**src/rtl/otter_wb_arbiter.sv**
```systemverilog
// otter_wb_arbiter: write-back controller for the 31x32 register file (x0 reads zero).
// Arbitrates the ALU (S0) and load unit (S1) onto the single rfile write port, drives
// that port from registers, and keeps a per-register busy scoreboard for hazard checks.
// Ports:
//   i_clk, i_rst_n                     clock, synchronous active-low reset
//   i_alu_valid/addr/data, o_alu_ready S0 writeback handshake
//   i_ld_valid/addr/data, o_ld_ready   S1 writeback handshake
//   i_rsv_en/addr, o_rsv_ready         destination reservation from decode
//   i_rs1_addr/i_rs2_addr              hazard-check sources
//   o_rs1_busy/o_rs2_busy              registered busy state of rs1/rs2 (comb read)
//   o_w_en/addr/data                   registered rfile write port
module otter_wb_arbiter #(
   parameter int unsigned XLEN  = 32,
   parameter bit          RR_EN = 1'b1
) (
   input  logic            i_clk,
   input  logic            i_rst_n,
   input  logic            i_alu_valid,
   input  logic [4:0]      i_alu_addr,
   input  logic [XLEN-1:0] i_alu_data,
   output logic            o_alu_ready,
   input  logic            i_ld_valid,
   input  logic [4:0]      i_ld_addr,
   input  logic [XLEN-1:0] i_ld_data,
   output logic            o_ld_ready,
   input  logic            i_rsv_en,
   input  logic [4:0]      i_rsv_addr,
   output logic            o_rsv_ready,
   input  logic [4:0]      i_rs1_addr,
   input  logic [4:0]      i_rs2_addr,
   output logic            o_rs1_busy,
   output logic            o_rs2_busy,
   output logic            o_w_en,
   output logic [4:0]      o_w_addr,
   output logic [XLEN-1:0] o_w_data
);

   localparam int unsigned NREG    = 32;
   localparam int unsigned AW      = 5;
   localparam logic        SRC_ALU = 1'b0;
   localparam logic        SRC_LD  = 1'b1;

   logic [NREG-1:0] busy_q;
   logic [NREG-1:0] busy_d;
   logic            last_grant_q;
   logic            grant_ld_c;
   logic            xfer_c;
   logic            rsv_set_c;
   logic [AW-1:0]   sel_addr_c;
   logic [XLEN-1:0] sel_data_c;

   // Source selection: under contention round-robin flips away from the last winner,
   // otherwise the load unit always wins.
   always_comb begin
      grant_ld_c = 1'b0;
      if (i_alu_valid && i_ld_valid) begin
         grant_ld_c = RR_EN ? (last_grant_q == SRC_ALU) : 1'b1;
      end else begin
         grant_ld_c = i_ld_valid;
      end
   end

   assign o_ld_ready  = i_ld_valid && grant_ld_c;
   assign o_alu_ready = i_alu_valid && !grant_ld_c;
   assign xfer_c      = i_alu_valid || i_ld_valid;
   assign sel_addr_c  = grant_ld_c ? i_ld_addr : i_alu_addr;
   assign sel_data_c  = grant_ld_c ? i_ld_data : i_alu_data;

   // Reservation is a WAW stall: a register still busy cannot be re-reserved, even
   // if its clearing write is on the port this very cycle.
   assign o_rsv_ready = (i_rsv_addr == AW'(0)) || !busy_q[i_rsv_addr];
   assign rsv_set_c   = i_rsv_en && o_rsv_ready && (i_rsv_addr != AW'(0));
   assign o_rs1_busy  = busy_q[i_rs1_addr];
   assign o_rs2_busy  = busy_q[i_rs2_addr];

   // Scoreboard next state: clear on the committing write, then apply the new reservation.
   always_comb begin
      busy_d = busy_q;
      if (o_w_en) begin
         busy_d[o_w_addr] = 1'b0;
      end
      if (rsv_set_c) begin
         busy_d[i_rsv_addr] = 1'b1;
      end
      busy_d[0] = 1'b0;
   end

   // State and write-port registers; a transfer to x0 is consumed without a write.
   always_ff @(posedge i_clk) begin
      if (!i_rst_n) begin
         busy_q       <= '0;
         last_grant_q <= SRC_LD;
         o_w_en       <= 1'b0;
         o_w_addr     <= '0;
         o_w_data     <= '0;
      end else begin
         busy_q <= busy_d;
         o_w_en <= xfer_c && (sel_addr_c != AW'(0));
         if (xfer_c) begin
            last_grant_q <= grant_ld_c;
            o_w_addr     <= sel_addr_c;
            o_w_data     <= sel_data_c;
         end
      end
   end

endmodule

```
**config.mk**
```make
export PLATFORM = sky130hd
export DESIGN_NAME = otter_wb_arbiter
export DESIGN_NICKNAME = d
export VERILOG_FILES = /design/src/rtl/otter_wb_arbiter.sv
export SDC_FILE = /design/constraint.sdc
export NUM_CORES = 1
export LEC_CHECK = 0
export ABC_CLOCK_PERIOD_IN_PS = 4000
export BUFFER_PORTS_ARGS = -buffer_cell sky130_fd_sc_hd__buf_2
export CORE_MARGIN = 2
export CORE_UTILIZATION = 54
export CTS_CLUSTER_DIAMETER = 100
export DETAILED_ROUTE_END_ITERATION = 10
export GPL_ROUTABILITY_DRIVEN = 0
export PLACE_DENSITY = 0.86
export SYNTH_ARGS = -nofsm -noshare
export SYNTH_HDL_FRONTEND = slang
export SYNTH_SLANG_ARGS = --single-unit
export TNS_END_PERCENT = 50
```
**constraint.sdc**
```tcl
create_clock -name i_clk -period 4 [get_ports i_clk]
set_input_delay 0.4 -clock i_clk [delete_from_list [all_inputs] [get_ports i_clk]]
set_output_delay 0.4 -clock i_clk [all_outputs]
set_load 0.01 [all_outputs]
```
## Word level (Yosys, flattened, before mapping)

Index checks and enable logic that the tools add are counted.

| cells by class | value |
|---|---|
| bitwise logic cells | 4 |
| reductions and logical operators | 15 |
| muxes and demuxes | 15 |
| order comparisons | 6 |

Operators by type and width:

| kind | count |
|---|---|
| 2-to-1 mux 32 bit | 3 |
| AND 32 bit | 1 |
| inverter 32 bit | 1 |
| OR 32 bit | 1 |
| < comparator 5 x 6 -> 1 bit, second input constant | 4 |
| binary-select mux 1 bit (select 5 bit) | 3 |
| demux 1 bit (select 5 bit) | 2 |
| >= comparator 5 x 1 -> 1 bit, second input constant | 2 |
| nonzero test 5 bit | 2 |
| logical AND 1 bit | 8 |
| 2-to-1 mux 1 bit | 6 |
| logical NOT 5 bit | 1 |
| 2-to-1 mux 5 bit | 1 |
| logical NOT 1 bit | 2 |
| logical OR 1 bit | 2 |
| inverter 1 bit | 1 |

| word-level totals | value |
|---|---|
| flip-flop bits (word level) | 71 |
| word-level logic and storage cells | 46 |
| input port bits | 94 |
| output and inout bits | 43 |

## Depth between registers and ports, before layout

Gate-level depths: netlist (run 1).

| depth | value |
|---|---|
| word-level depth | 9 |
| gate-level depth with buffers | 7 |

## Worst setup path before layout (run 1)

Ideal clock, no wire load.

| timing | value |
|---|---|
| kind | input to output |
| from | input port i_rs1_addr[0] |
| to | output port o_rs1_busy |
| path slack | 1.512 ns |
| path buffers | 1 |
| cell stages on the path | 4 |
| arrival time | 2.088 ns |
| cells stage by stage | clkbuf_1 > mux4_2 > mux4_2 > mux2_2 |

| between the ends | value |
|---|---|
| longest elaborated chain between the ends | 2 |

RTL lines:

| what | RTL line | text |
|---|---|---|
| from (decl) | 29 | `input logic [4:0] i_rs1_addr,` |
| binary-select mux 1 bit (select 5 bit) | 73 | `assign o_rs1_busy = busy_q[i_rs1_addr];` |
| 2-to-1 mux 1 bit (implied by the code) | 73 |  |
| to (decl) | 31 | `output logic o_rs1_busy,` |

No other way between the ends. The select of a mux whose other input is x is not followed.

## Worst setup path after layout (run 1)

| timing | value |
|---|---|
| from | input port i_rsv_addr[0] |
| to | output port o_rsv_ready |

| between the ends | value |
|---|---|
| longest elaborated chain between the ends | 4 |

RTL lines:

| what | RTL line | text |
|---|---|---|
| from (decl) | 27 | `input logic [4:0] i_rsv_addr,` |
| binary-select mux 1 bit (select 5 bit) | 71 | `assign o_rsv_ready = (i_rsv_addr == AW'(0)) \|\| !busy_q[i_rsv_addr];` |
| 2-to-1 mux 1 bit (implied by the code) | 71 |  |
| logical NOT 1 bit | 71 |  |
| logical OR 1 bit (*) | 71 |  |
| to (decl) | 28 | `output logic o_rsv_ready,` |

Every way passes the cells marked *; elsewhere a longest branch is shown, timed or not. The select of a mux whose other input is x is not followed.

==> metrics.csv, run 1 <==
metric;value;unit
die area;7690;um^2
worst path bufs/invs;2;
area share of the largest cell type after synthesis;0.370;
cell taking the most area after synthesis;dfxtp_1;
post-cts resize count;0;
Port Buf Inserts;136;
Worst-path clk slew;0.09;ns
maximum VDD drop;0.273;mV
postcts setup bufs;0;
worst reg2reg path startpoint;busy_q[7];
Post-DP Area;4470;um^2
H-tree depth;3;
final instance area;4710;um^2
launch point of the worst path;i_rsv_addr[0];
Multi-input gate area;2230;um^2
syn nets;473;
die height;87.7;um
max incr delay on CP;0.57;ns
top-count cell post-synth;dfxtp_1;
crit path max-delay cell type;mux4_2;
Max Cap Viol;0;
list of most frequent post-synthesis cells;70 x dfxtp_1, 44 x nand2_1, 43 x mux2i_1, 43 x o21ai_0, 31 x o211ai_1;
Tcrit/Tclk final;0.667;
Crit path arrival time;2.27;ns
WP data required;3.60;ns
num ports;137;
Site Rows;30;
via/cell ratio;6.16;
Setup CP Type;input pin to output pin;
Leak;1.94;nW
clk buf depth;2;
fin. max-slew vios;0;
# diodes;0;
nets@finish;587;
layout cell share with drive strength beyond 1;0.376;
Area Growth Syn to Fin;24.5;%
DRC violations left;0;
number of flops mapped to enable cells by yosys;0;
most common cell type on the critical path;buf_2;
final setup fails;0;
Worst setup EP type;output pin;
P per Cell Area;366;nW/um^2
Top FF cell, synth;dfxtp_1;
Final Hold Fails;0;
synthesized instance count;379;
first-pass GRT wire length;17500;um
min-delay src;i_alu_data[28];
TritonCTS buffer count;9;
pin count of the biggest net entering global routing;39;
fraction of registers with async set/reset;0;
Post-DP HPWL;8040;um
Vias;3662;
crit-path leading delay family;compound AO/OA/AOI/OAI gates;
# fillers;522;
CTS tree;yes;
clk_skew;0.0139;ns
DR iter-0 viols;277;
die width;87.7;um
FF+latch area;1400;um^2
type of origin of the critical path;input pin;
sequential share of the synthesized area;0.370;
Mean Syn Cell Area;9.98;um^2
area of the mapped netlist;3780;um^2
initial antenna violation count;0;
Synthesis Warnings;0;
unrepaired setup endpoints after global routing;false;
synthesized flop and latch total;70;
TritonRoute pass-1 iters;4;
status;completed;
worst-margin pin slew;1.24;ns
final WL;10900;um
vias in the first global route;3589;
CP max FO;24;
clk_lat worst skew;0.35;ns
total grt overflow;0;
clock root buffer;clkbuf_8;
GRT Util Overall;0.294;
post-layout min period;2.67;ns
setup TNS;0;ns
initial cell density of the core;0.557;
Hold Path Class;input pin to flip-flop;
Core Area;6790;um^2
Max Fclk;375;MHz
cts hold-fix bufs;0;
Slew headroom;0.175;
Synth cell types;35;
Cell Chain, Critical Path;buf_2 > mux4_2 > a22o_1 > a211o_4 > nor2_1 > buf_2;
sink count of the clock tree;70;
Synth area leaders;dfxtp_1 37%, mux4_2 13%, mux2i_1 11%, o41ai_1 6.3%, o211ai_1 6.2%;
WL/cell;18.4;um
Antenna Nets Post-Route;0;
[cells by family (layout without fill, tap and decap cells)]
kind of cell    after synthesis  in the layout  synth area share
flops                        70             70             0.370
mux                          68             68             0.259
simple gates                 88             88             0.116
buf+inv                      39            158            0.0460
compound gates              114            114             0.209
[state kept, by name, indices dropped and copies added (netlist names)]
signal        cells
busy_q           31
last_grant_q      1
o_w_addr          5
o_w_data         32
o_w_en            1
[cells in the final DEF (no fill, tap or decap), types with 2 or more instances in the layout]
cell type    n
a21oi_1      4
o41ai_1     26
mux4_2      21
bufinv_16    3
mux2i_1     43
and3b_1      2
nor4_1       2
o211ai_1    31
or3_1        7
dfxtp_1     70
a22o_1       2
nand2_1     44
clkbuf_8     9
mux2_2       2
nor2_1       7
o21ai_0     42
nand3_1      7
buf_2      136
nor3b_1      2
or3b_2       3
o221ai_1     2
buf_4        4
inv_1        2
mux4_1       2
nand3b_1     7
[tightest hold or removal path, stage by stage]
cell,delay [ns]
buf_2,0.07
mux2i_1,0.05
o21ai_0,0.12
[per-stage QoR]
stage | hold WS, ns | setup slack, ns | cells | util | power [mW]
3_3_place_gp | 0.431 | 1.38 | 578 | 0.657 | 1.03
4_1_cts | 0.303 | 1.35 | 594 | 0.693 | 1.73
5_1_grt | 0.322 | 1.26 | 594 | 0.693 | 1.79
3_5_place_dp | 0.442 | 1.35 | 578 | 0.657 | 1.04
2_1_floorplan | 0.455 | 1.51 | 379 | - | 0.925
6_report | 0.320 | 1.33 | 594 | 0.693 | 1.72
[where the power goes]
group | leakage (nW) | internal (mW) | switching (mW)
sequential | 0.574 | 0.731 | 0.0252
combinational | 1.25 | 0.117 | 0.152
clock | 0.120 | 0.416 | 0.281
[per-layer routing]
layer / GRT usage / wire [um] / part of all wire
met5: 0 / 0 / 0
met4: 0.109 / 276 / 0.025
met3: 0.0801 / 976 / 0.090
met2: 0.488 / 5360 / 0.49
met1: 0.367 / 4290 / 0.39
[path summary, 6_finish.rpt]
check                       to  slack, ns  cells after the start
setup reg to reg    busy_q[20]       1.93                      4
setup / recovery   o_rsv_ready       1.33                      6
hold reg to reg   o_w_data[29]       0.45                      2
hold / removal    o_w_data[28]       0.32                      3
[layout make-up]
| class | count | area share |
|---|---|---|
| Sequential cell | 70 | 0.298 |
| Tap cell | 96 | 0.0255 |
| Clock buffer | 9 | 0.0263 |
| Timing Repair Buffer | 140 | 0.151 |
| Clock inverter | 7 | 0.0255 |
| Multi-Input combinational cell | 270 | 0.473 |
| Inverter | 2 | 0.00159 |
Note: power is estimated with default switching activity, not from simulation.
==> run 2, diff against run 1 <==
--- a/config.mk
+++ b/config.mk
@@ -5,14 +5,15 @@
 export SDC_FILE = /design/constraint.sdc
 export NUM_CORES = 1
 export LEC_CHECK = 0
-export ABC_CLOCK_PERIOD_IN_PS = 4000
+export ABC_AREA = 1
+export ABC_CLOCK_PERIOD_IN_PS = 2700
 export BUFFER_PORTS_ARGS = -buffer_cell sky130_fd_sc_hd__buf_2
 export CORE_MARGIN = 2
-export CORE_UTILIZATION = 54
+export CORE_UTILIZATION = 51
 export CTS_CLUSTER_DIAMETER = 100
 export DETAILED_ROUTE_END_ITERATION = 10
 export GPL_ROUTABILITY_DRIVEN = 0
-export PLACE_DENSITY = 0.86
+export PLACE_DENSITY = 0.81
 export SYNTH_ARGS = -nofsm -noshare
 export SYNTH_HDL_FRONTEND = slang
 export SYNTH_SLANG_ARGS = --single-unit
==> constraint.sdc (replaced) <==
create_clock -name i_clk -period 2.7 [get_ports i_clk]
set_input_delay 0.27 -clock i_clk [delete_from_list [all_inputs] [get_ports i_clk]]
set_output_delay 0.27 -clock i_clk [all_outputs]
set_load 0.01 [all_outputs]
==> metrics.csv, run 2 <==
metric;value;unit;change
most common cell after layout, fill and taps aside;buf_2;;
Slew headroom;0.530;;+0.355
setup TNS;0;ns;unchanged
TritonRoute pass-1 iters;7;;+3
post-layout min period;2.02;ns;
cts hold-fix bufs;0;;unchanged
first-pass GRT wire length;20900;um;+19%
Synth cell types;27;;-23%
Top FF cell, synth;dfxtp_1;;
postcts setup bufs;0;;unchanged
syn nets;716;;+51%
clk buf depth;2;;unchanged
Synth area leaders;dfxtp_1 34%, o21ai_0 15%, nor2_1 8.8%, nand2_1 7.8%, nand3_1 7.4%;;
Max Fclk;496;MHz;
max reg flops;32;;unchanged
worst-margin pin slew;0.703;ns;-0.534 ns
largest reg by FF count;o_w_data;;
WP data required;2.43;ns;-1.17 ns
WL/cell;15.6;um;-15%
die width;93.5;um;+6.6%
final WL;13200;um;+21%
sink count of the clock tree;70;;unchanged
clock root buffer;clkbuf_8;;
GRT Util Overall;0.298;;+0.00408
layout cell share with drive strength beyond 1;0.233;;-0.143
Core Area;7730;um^2;+14%
Crit path arrival time;1.75;ns;-0.52 ns
num ports;137;;unchanged
area share of the largest cell type after synthesis;0.343;;-0.0271
Leak;2.20;nW;+13%
Worst setup EP type;output pin;;
TritonCTS buffer count;9;;unchanged
synthesized instance count;622;;+64%
Vias;4941;;+35%
WHS Endpoint;o_w_data[26];;
Post-Place Setup Slack;0.677;ns;-0.674 ns
Area Growth Syn to Fin;23.1;%;
post-cts resize count;0;;unchanged
Synthesis Warnings;0;;unchanged
Setup CP Type;flip-flop to output pin;;
number of flops mapped to enable cells by yosys;0;;unchanged
Fin Hold WS;0.186;ns;-0.134 ns
post-route core utilization;0.651;;-0.0426
die area;8740;um^2;+14%
register-to-register setup slack;0.93;ns;-1.00 ns
Hold Path Stages;3;;unchanged
DR iter-0 viols;540;;+95%
Worst-path clk slew;0.08;ns;about the same
H-tree depth;3;;unchanged
FF-to-FF End;busy_q[2];;
sequential share of the synthesized area;0.343;;-0.0271
Tcrit/Tclk final;0.747;;
biggest regs;o_w_data (32), busy_q (31), o_w_addr (5);;
list of most frequent post-synthesis cells;125 x o21ai_0, 96 x nor2_1, 85 x nand2_1;;
clk_skew;0.00784;ns;-0.00603 ns
fin. max-slew vios;0;;unchanged
Mean Syn Cell Area;6.56;um^2;-34%
die height;93.5;um;+6.6%
initial cell density of the core;0.528;;-0.0286
DRC violations left;0;;unchanged
worst reg2reg path startpoint;busy_q[27];;
nets@finish;832;;+42%
initial antenna violation count;0;;unchanged
final setup fails;0;;unchanged
min-delay src;i_alu_data[26];;
synthesized flop and latch total;70;;unchanged
total grt overflow;0;;unchanged
Antenna Nets Post-Route;0;;unchanged
pin count of the biggest net entering global routing;39;;unchanged
cell taking the most area after synthesis;dfxtp_1;;
CP max FO;4;;-83%
Hold Path Class;input pin to flip-flop;;
Final Hold Fails;0;;unchanged
status;completed;;
fraction of registers with async set/reset;0;;unchanged
Port Buf Inserts;136;;unchanged
type of origin of the critical path;flip-flop;;
Final WS setup;0.684;ns;-0.647 ns
most frequent cells in the layout;136 x buf_2, 125 x o21ai_0, 95 x nor2_1, 85 x nand2_1, 70 x dfxtp_1;;
top-count cell post-synth;o21ai_0;;
Post-DP HPWL;9580;um;+19%
via/cell ratio;5.85;;-5.2%
R2R depth;9;;+5
# diodes;0;;unchanged
area of the mapped netlist;4080;um^2;+7.9%
CTS tree;yes;;
unrepaired setup endpoints after global routing;false;;
Site Rows;32;;+6.7%
maximum VDD drop;0.384;mV;+41%
clk_lat worst skew;0.35;ns;about the same
Max Cap Viol;0;;unchanged
P per Cell Area;552;nW/um^2;+51%
vias in the first global route;4365;;+22%
==> run 2: cell types whose count changed in the layout (fill, tap and decap cells not counted), moves of 21 or more <==
cell / before / now
mux4_2: 21 / 0
nor2_1: 7 / 95
nand3_1: 7 / 60
a21oi_1: 4 / 33
o211ai_1: 31 / 4
o41ai_1: 26 / 0
nand2_1: 44 / 85
mux2i_1: 43 / 3
o21ai_0: 42 / 125
inv_1: 2 / 33
nand4_1: 0 / 31
==> run 2: per-stage QoR <==
stage / std cells / power, mW / area, um^2
final: 845 / 2.78 / 5030
after floorplan: 622 / 1.40 / 4080
after CTS: 845 / 2.78 / 5030
after global routing: 845 / 2.89 / 5030
after global placement: 829 / 1.58 / 4740
after detailed placement: 829 / 1.59 / 4740
==> run 2: worst max path at each step <==
| stage | start | endpoint | slack (ns) | cells after the start |
|---|---|---|---|---|
| floorplan | i_rsv_addr[0] | o_rsv_ready | 1.14 | 10 |
| global placement | i_rsv_addr[1] | busy_q[11] | 0.75 | 8 |
| detailed placement | i_rsv_addr[0] | busy_q[27] | 0.68 | 11 |
| finish | busy_q[15] | o_rsv_ready | 0.68 | 8 |
| global route | i_rs2_addr[0] | o_rs2_busy | 0.60 | 9 |
| CTS | busy_q[15] | o_rsv_ready | 0.73 | 8 |
==> run 2: cells by family after synthesis <==
family | share of synthesized area
flops | 0.343
buf+inv | 0.0867
compound gates | 0.240
mux | 0.00736
simple gates | 0.323
==> run 2: per-layer routing <==
metal / GRT usage / part of all wire / wire, um
met1: 0.388 / 0.40 / 5270
met3: 0.0677 / 0.099 / 1300
met4: 0.112 / 0.022 / 289
met2: 0.481 / 0.48 / 6330
met5: 0 / 0 / 0
==> run 2: report_power, final <==
part	switching (mW)	leakage, nW	internal (mW)
logic	0.286	1.49	0.167
registers	0.0374	0.575	1.09
clock network	0.398	0.137	0.801
total	0.721	2.20	2.06
==> run 2: layout make-up <==
class / count / area (um^2)
fillers: 691 / 2700
clock inverters: 6 / 158
well taps: 102 / 128
clock buffers: 10 / 128
inverters: 36 / 138
flip-flops and latches: 70 / 1400
multi-input cells: 478 / 2330
repair buffers: 143 / 746
==> run 2: critical path, stage by stage (launching register included) <==
cell and delay (ns):
dfxtp_1 0.36, nand2_1 0.09, nand2_1 0.06, nand2_1 0.05
nand2_1 0.08, nand2_2 0.08, nand2_4 0.08, nor4_1 0.38
buf_2 0.21
==> run 3, diff against run 2 <==
--- a/config.mk
+++ b/config.mk
@@ -6,14 +6,14 @@
 export NUM_CORES = 1
 export LEC_CHECK = 0
 export ABC_AREA = 1
-export ABC_CLOCK_PERIOD_IN_PS = 2700
+export ABC_CLOCK_PERIOD_IN_PS = 1740
 export BUFFER_PORTS_ARGS = -buffer_cell sky130_fd_sc_hd__buf_2
 export CORE_MARGIN = 2
-export CORE_UTILIZATION = 51
+export CORE_UTILIZATION = 46
 export CTS_CLUSTER_DIAMETER = 100
 export DETAILED_ROUTE_END_ITERATION = 10
 export GPL_ROUTABILITY_DRIVEN = 0
-export PLACE_DENSITY = 0.81
+export PLACE_DENSITY = 0.77
 export SYNTH_ARGS = -nofsm -noshare
 export SYNTH_HDL_FRONTEND = slang
 export SYNTH_SLANG_ARGS = --single-unit
==> constraint.sdc (replaced) <==
create_clock -name i_clk -period 1.74 [get_ports i_clk]
set_input_delay 0.174 -clock i_clk [delete_from_list [all_inputs] [get_ports i_clk]]
set_output_delay 0.174 -clock i_clk [all_outputs]
set_load 0.01 [all_outputs]
==> metrics.csv, run 3 (synthesis results as in run 2) <==
metric;value;unit;change
status;completed;;
final WL;14400;um;+9.1%
Worst setup EP type;output pin;;
clock root buffer;clkbuf_8;;
via/cell ratio;5.85;;about the same
Tcrit/Tclk final;0.977;;
nets@finish;846;;+1.7%
sink count of the clock tree;70;;unchanged
WP data required;1.57;ns;-0.86 ns
Vias;5059;;+2.4%
Post-DP HPWL;10100;um;+5.7%
CP max FO;3;;-1
setup TNS;0;ns;unchanged
Hold Path Class;input pin to flip-flop;;
vias in the first global route;4654;;+6.6%
Leak;2.29;nW;+3.9%
unrepaired setup endpoints after global routing;true;;
Power, Total;4.09;mW;+47%
Slew headroom;0.689;;+0.159
first-pass GRT wire length;22700;um;+8.4%
cts hold-fix bufs;0;;unchanged
maximum VDD drop;0.422;mV;+10%
post-route core utilization;0.599;;-0.0520
P per Cell Area;787;nW/um^2;+42%
total grt overflow;0;;unchanged
Worst-path clk slew;0.08;ns;about the same
die area;9650;um^2;+10%
Core Area;8680;um^2;+12%
Area Growth Syn to Fin;27.2;%;
initial cell density of the core;0.470;;-0.0579
worst-margin pin slew;0.463;ns;-0.240 ns
Inst Count DP;848;;+2.3%
most frequent cells in the layout;136 x buf_2, 122 x o21ai_0, 95 x nor2_1, 80 x nand2_1, 60 x nand3_1;;
most common cell after layout, fill and taps aside;buf_2;;
GRT Util Overall;0.285;;-0.0133
clk_skew;0.0118;ns;+0.00392 ns
Crit path arrival time;1.53;ns;-0.22 ns
Port Buf Inserts;136;;unchanged
Site Rows;34;;+6.3%
CTS tree;yes;;
biggest regs;o_w_data (32), busy_q (31), o_w_addr (5);;
Max Fclk;588;MHz;
DR iter-0 viols;714;;+32%
WL/cell;16.6;um;+6.6%
max reg flops;32;;unchanged
die width;98.2;um;+5.1%
Cell Count, Final, Fillers Out;865;;+2.4%
TritonRoute pass-1 iters;5;;-2
pin count of the biggest net entering global routing;35;;-10%
fin. max-slew vios;0;;unchanged
Post-Place Setup Slack;0.155;ns;-0.522 ns
layout cell share with drive strength beyond 1;0.293;;+0.0604
TritonCTS buffer count;9;;unchanged
Final WS setup;0.0399;ns;-0.644 ns
# diodes;0;;unchanged
DRC violations left;0;;unchanged
Setup CP Type;flip-flop to output pin;;
num ports;137;;unchanged
initial antenna violation count;0;;unchanged
largest reg by FF count;o_w_data;;
type of origin of the critical path;flip-flop;;
die height;98.2;um;+5.1%
post-layout min period;1.70;ns;
H-tree depth;3;;unchanged
clk_lat worst skew;0.35;ns;about the same
Max Cap Viol;0;;unchanged
Antenna Nets Post-Route;0;;unchanged
clk buf depth;2;;unchanged
Final Hold Fails;0;;unchanged
final setup fails;0;;unchanged
[run 3: cell count changes in the layout (fill, tap and decap cells not counted), sizes merged]
cell,change
clkinvlp,-1
buf,+14
bufinv,-2
clkinv,+3
[run 3: final timing paths]
check / from / endpoint / slack (ns) / depth (start not counted)
min: i_alu_data[12] / o_w_data[12] / 0.09 / 3
max: busy_q[4] / o_rsv_ready / 0.04 / 8
max reg2reg: busy_q[22] / busy_q[9] / 0.22 / 11
min reg2reg: last_grant_q / last_grant_q / 0.48 / 2
[run 3: critical path, cell delays in order (launching register included)]
cell     delay, ns
dfxtp_1       0.32
inv_2         0.10
o21ai_1       0.08
nand2_1       0.07
nand2_1       0.08
nand2_2       0.08
nand2_4       0.07
nor4_2        0.22
buf_2         0.17
[run 3: final cells by class]
class	count	area [um^2]
Fill cell	829	3480
Multi-Input combinational cell	478	2350
Sequential cell	70	1450
Timing Repair Buffer	157	867
Clock buffer	10	138
Inverter	36	138
Tap cell	108	135
Clock inverter	6	109
[run 3: timing repair]
item,in CTS,in global routing
setup endpoints to repair,2,3
pin swaps,0,14
gates resized for setup,2,44
setup buffers,0,1
[run 3: through the flow]
step / cell area (um^2) / hold slack, ns
after global routing: 5190 / 0.102
after floorplan: 4080 / 0.351
after detailed placement: 4860 / 0.448
final: 5190 / 0.0911
after global placement: 4860 / 0.438
after CTS: 5110 / 0.0857
[run 3: where the power goes]
part,internal (mW),switching (mW)
registers,1.68,0.0628
clock network,0.989,0.633
logic,0.275,0.451
[run 3: per-layer routing]
metal,wire length [um],up-vias,global-route usage
met5,0,-,0
met4,392,0,0.116
met3,1310,45,0.0472
met2,6950,282,0.462
met1,5730,2315,0.379
li1,-,2417,-
